**config.mk**
```make
export PLATFORM = sky130hd
export DESIGN_NAME = pipe_latch_nw
export DESIGN_NICKNAME = d
export VERILOG_FILES = /design/src/rtl/pipe_latch_nw.sv
export SDC_FILE = /design/constraint.sdc
export NUM_CORES = 1
export LEC_CHECK = 0
export ABC_AREA = 0
export CAP_MARGIN = 20
export CORE_ASPECT_RATIO = 2
export CORE_MARGIN = 3
export CORE_UTILIZATION = 53
export DETAILED_ROUTE_END_ITERATION = 7
export PLACE_DENSITY = 0.91
export SLEW_MARGIN = 0
export SYNTH_ARGS = -nofsm -noshare
export SYNTH_HDL_FRONTEND = slang
export SYNTH_SLANG_ARGS = --single-unit
```
**constraint.sdc**
```tcl
create_clock -name clock -period 2.9 [get_ports clock]
set_clock_uncertainty 0.15 [all_clocks]
set_input_delay 0.435 -clock clock [delete_from_list [all_inputs] [get_ports clock]]
set_output_delay 0.435 -clock clock [all_outputs]
set_load 0.05 [all_outputs]
```
**src/rtl/pipe_latch_nw.sv**
```systemverilog
// pipe_latch_nw: N-lane pipeline latch with valid/ready, one-bundle skid, lane kill and flush.
module pipe_latch_nw #(
  parameter int LANES        = 2,
  parameter int LANE_W       = 48,
  parameter int ZERO_INVALID = 1,
  parameter int DROP_EMPTY   = 1,
  parameter int CNT_W        = 16
) (
  input  logic                    clock,
  input  logic                    ctrl_reset_n,
  input  logic                    in_valid,
  input  logic [LANES-1:0]        in_mask,
  input  logic [LANES*LANE_W-1:0] in_data,
  output logic                    in_ready,
  input  logic [LANES-1:0]        lane_kill,
  input  logic                    flush,
  output logic                    out_valid,
  output logic [LANES-1:0]        out_mask,
  output logic [LANES*LANE_W-1:0] out_data,
  input  logic                    out_ready,
  output logic [CNT_W-1:0]        stall_cnt
);
  logic                    main_full_q, main_full_d;
  logic [LANES-1:0]        main_mask_q, main_mask_d;
  logic [LANES*LANE_W-1:0] main_data_q, main_data_d;
  logic                    skid_full_q, skid_full_d;
  logic [LANES-1:0]        skid_mask_q, skid_mask_d;
  logic [LANES*LANE_W-1:0] skid_data_q, skid_data_d;
  logic [CNT_W-1:0]        stall_cnt_q, stall_cnt_d;
  logic [LANES-1:0]        cap_mask;
  logic [LANES*LANE_W-1:0] cap_data;
  logic                    in_fire, cap_ok;

  assign in_ready  = ~skid_full_q;
  assign out_valid = main_full_q;
  assign out_mask  = main_mask_q;
  assign out_data  = main_data_q;
  assign stall_cnt = stall_cnt_q;

  always_comb begin
    cap_mask = in_mask & ~lane_kill;
    cap_data = in_data;
    for (int i = 0; i < LANES; i++)
      if (ZERO_INVALID != 0 && !cap_mask[i]) cap_data[i*LANE_W +: LANE_W] = '0;
    in_fire = in_valid & ~skid_full_q & ~flush;
    cap_ok  = in_fire & ((DROP_EMPTY == 0) | (|cap_mask));
  end

  // Empty registers always hold zero mask/data so outputs read as NOP when idle.
  always_comb begin
    main_full_d = main_full_q;
    main_mask_d = main_mask_q;
    main_data_d = main_data_q;
    skid_full_d = skid_full_q;
    skid_mask_d = skid_mask_q;
    skid_data_d = skid_data_q;
    stall_cnt_d = (main_full_q & ~out_ready & ~flush & ~&stall_cnt_q) ? stall_cnt_q + CNT_W'(1) : stall_cnt_q;
    if (flush) begin
      main_full_d = 1'b0;
      main_mask_d = '0;
      main_data_d = '0;
      skid_full_d = 1'b0;
      skid_mask_d = '0;
      skid_data_d = '0;
    end else if (!main_full_q || out_ready) begin
      if (skid_full_q) begin
        main_full_d = 1'b1;
        main_mask_d = skid_mask_q;
        main_data_d = skid_data_q;
        skid_full_d = 1'b0;
        skid_mask_d = '0;
        skid_data_d = '0;
      end else begin
        main_full_d = cap_ok;
        main_mask_d = cap_ok ? cap_mask : '0;
        main_data_d = cap_ok ? cap_data : '0;
      end
    end else if (cap_ok) begin
      skid_full_d = 1'b1;
      skid_mask_d = cap_mask;
      skid_data_d = cap_data;
    end
  end

  always_ff @(posedge clock or negedge ctrl_reset_n) begin
    if (!ctrl_reset_n) begin
      main_full_q <= 1'b0;
      main_mask_q <= '0;
      main_data_q <= '0;
      skid_full_q <= 1'b0;
      skid_mask_q <= '0;
      skid_data_q <= '0;
      stall_cnt_q <= '0;
    end else begin
      main_full_q <= main_full_d;
      main_mask_q <= main_mask_d;
      main_data_q <= main_data_d;
      skid_full_q <= skid_full_d;
      skid_mask_q <= skid_mask_d;
      skid_data_q <= skid_data_d;
      stall_cnt_q <= stall_cnt_d;
    end
  end
endmodule
```
==> results.cfg <==
[critical_path]
worstSetupStartpointType = register
path_buf_inv = 2
max_stage_delay_ps = 820
critPathMaxFanout = 4
critPathKind = register to output port
cp_cell_sequence = inv_1 > clkdlybuf4s50_1
crit_path_end_kind = output port
cp.required_ps = 2320
crit_arrival_ps = 1860
crit_family = buffers and inverters
slowest_stage = clkdlybuf4s50_1

[logic_synthesis]
synthTopCellsByArea = dfrtp_1 (62%), a22o_1 (9.7%), a22oi_1 (6.0%), o21ai_0 (4.1%), nand2_1 (3.3%)
synth_cell_types = 45
async_reset_ff_share_pct = 100
synthCells = 725
ys_warn_count = 0
yosysMostFrequentCell = dfrtp_1
netlist_area_um2 = 8700
synth_top_area_share_pct = 61.6
synth_edf_count = 0
ys.flop_type = dfrtp_1
yosys-top-cells-count = dfrtp_1 (214), a22o_1 (96), nand2_1 (76)
yosysTopAreaCell = dfrtp_1
avgSynthCellArea_um2 = 12.0
ys_seq_elements = 214
syn_nets = 831
ys_seq_area_share_pct = 61.6

[final_layout]
multiInputGateArea_um2 = 3020
final_cells = 1136
fin_nets = 1027
utilization_pct = 73.8
nFillCells = 1067
fin_area_um2 = 11800
layout-drive-gt1-share_pct = 7.17
regArea_um2 = 5360
syn_to_final_growth_pct = 35.2

[global_route]
grt_use_total_pct = 28.0
grt_pass1_vias = 7459
grt_pass1_wl_um = 39800
overflow = 0
antenna_found_initial = 1
grt_max_degree = 77

[placement]
place_ws_ps = 66.2
dp.cells = 1100
place.port_buffers = 220
place_congestion = 0.817
place_area_um2 = 11100
hpwlAfterDp_um = 16600

[clocking]
hold_buffers = 1
cts.clk_slew.worst_paths_ps = 70
worst_skew_pair.late_latency_ps = 490
cts_tree = yes
cts.sinks = 214
h-tree-depth = 1
cts_root_buf = clkbuf_16
numCtsBuffers = 19
clock_path_buffers = 3
postCtsResizedCells = 0
post_cts_buffers = 0

[routing]
vias = 7222
drcViolationCount = 0
drtIter0Drc = 486
dr.pass1.iters = 5
routedWlPerCell_um = 22.0
viasPerCell = 6.36
antenna_left = 0
drt-total-wl_um = 25000

[floorplanning]
core_area_um2 = 15900
die_area_um2 = 18100
die_h_um = 187
die_w_um = 96.6
num_rows = 65
start_util_pct = 54.6
io_pins = 221

[timing]
maxSlewHeadroom_pct = 33.6
min_period_ps = 2450
rsz0062_at_grt = no
finalCritPeriodShare_pct = 84.5
setup_ws_ps = 450
drv_slew = 0
finalHoldViolCount = 0
setup_viol = 0
max_slew.worst_pin.slew_ps = 995
tns_ps = 0
max_freq_mhz = 408

[power]
p_per_area_nw_per_um2 = 545
p_leak_nw = 5.17
ir_drop_uv = 461

[job]
drv_cap = 0

[run_status]
status = finished clean

[worst_hold_path]
hold_path_class = register to register
## metal layers
metal	global-route usage [%]	wire, µm	vias up
met2	45.8	13100	348
met5	0	0	-
met3	3.66	1460	89
met4	15.8	1530	0
li1	-	-	3125
met1	35.0	8870	3660
## path summary, 6_finish.rpt
| check | start | end | slack, ps | cells after the start |
|---|---|---|---|---|
| max in group asynchronous | ctrl_reset_n | out_data[11]$_DFFE_PN0N_ | 1440 | 3 |
| worst min register to register | out_data[4]$_DFFE_PN0N_ | out_data[4]$_DFFE_PN0N_ | 330 | 2 |
| worst max register to register | skid_full_q$_DFFE_PN0P_ | out_data[60]$_DFFE_PN0N_ | 550 | 4 |
| worst min-delay path | out_data[4]$_DFFE_PN0N_ | out_data[4]$_DFFE_PN0N_ | 330 | 2 |
| min in group asynchronous | ctrl_reset_n | out_data[59]$_DFFE_PN0N_ | 380 | 2 |
| worst max-delay path | skid_full_q$_DFFE_PN0P_ | in_ready | 450 | 2 |
## placed cells by master (no fill, tap or decap), types with 4 or more instances in the layout
cell type / synthesis / routed
nand2_1: 76 / 76
bufinv_16: 0 / 4
a22oi_1: 70 / 70
nand4_1: 8 / 8
a221o_1: 26 / 26
xnor2_1: 7 / 7
nand3_1: 4 / 4
clkdlybuf4s50_1: 0 / 219
a22o_1: 96 / 96
clkbuf_16: 0 / 19
dfrtp_1: 214 / 213
buf_12: 0 / 7
and3_1: 28 / 28
clkinv_2: 0 / 5
buf_4: 6 / 13
o21ai_0: 71 / 71
nor2_1: 8 / 7
xor2_1: 4 / 4
a21oi_1: 5 / 5
nor4_1: 4 / 4
## per-stage QoR
step / power (W) / hold WS, ps
3_3_place_gp: 0.00373 / 309
2_1_floorplan: 0.00337 / -10.6
4_1_cts: 0.00646 / 335
3_5_place_dp: 0.00374 / 320
6_report: 0.00641 / 329
5_1_grt: 0.00662 / 355
## worst min-delay path, cell delays in order, from the launching register on
cell and delay (ps):
dfrtp_1 340, nand2_1 40, o21ai_0 60
## registers in the layout, summed over array words and instances (netlist names)
register and flops:
stall_cnt 16, skid_mask_q 2, out_data 96, out_valid 1
skid_full_q 1, out_mask 2, skid_data_q 96
## area by class of cell
type                            count  share of cell area [%]
Multi-Input combinational cell    443                    25.6
Timing Repair Buffer              241                    20.9
Inverter                            2                  0.0638
Sequential cell                   214                    45.6
Antenna cell                        1                  0.0213
Clock buffer                       23                    4.34
Tap cell                          201                    2.14
Clock inverter                     11                    1.37
## power by group
group          internal, W  total [W]  switching (W)
Combinational     0.000248   0.000620       0.000372
Sequential         0.00302    0.00307      0.0000481
Clock              0.00162    0.00272        0.00110
Total              0.00489    0.00641        0.00152
## cell families after synthesis
logic type	synth area share, %
AOI/OAI and AO/OA	23.9
xor gates and xnor gates	1.11
adders and majority gates	0.144
buffers and inverters	3.97
DFF	61.6
muxes	0.129
and+or+nand+nor	9.18
(Power assumes the default switching activity.)
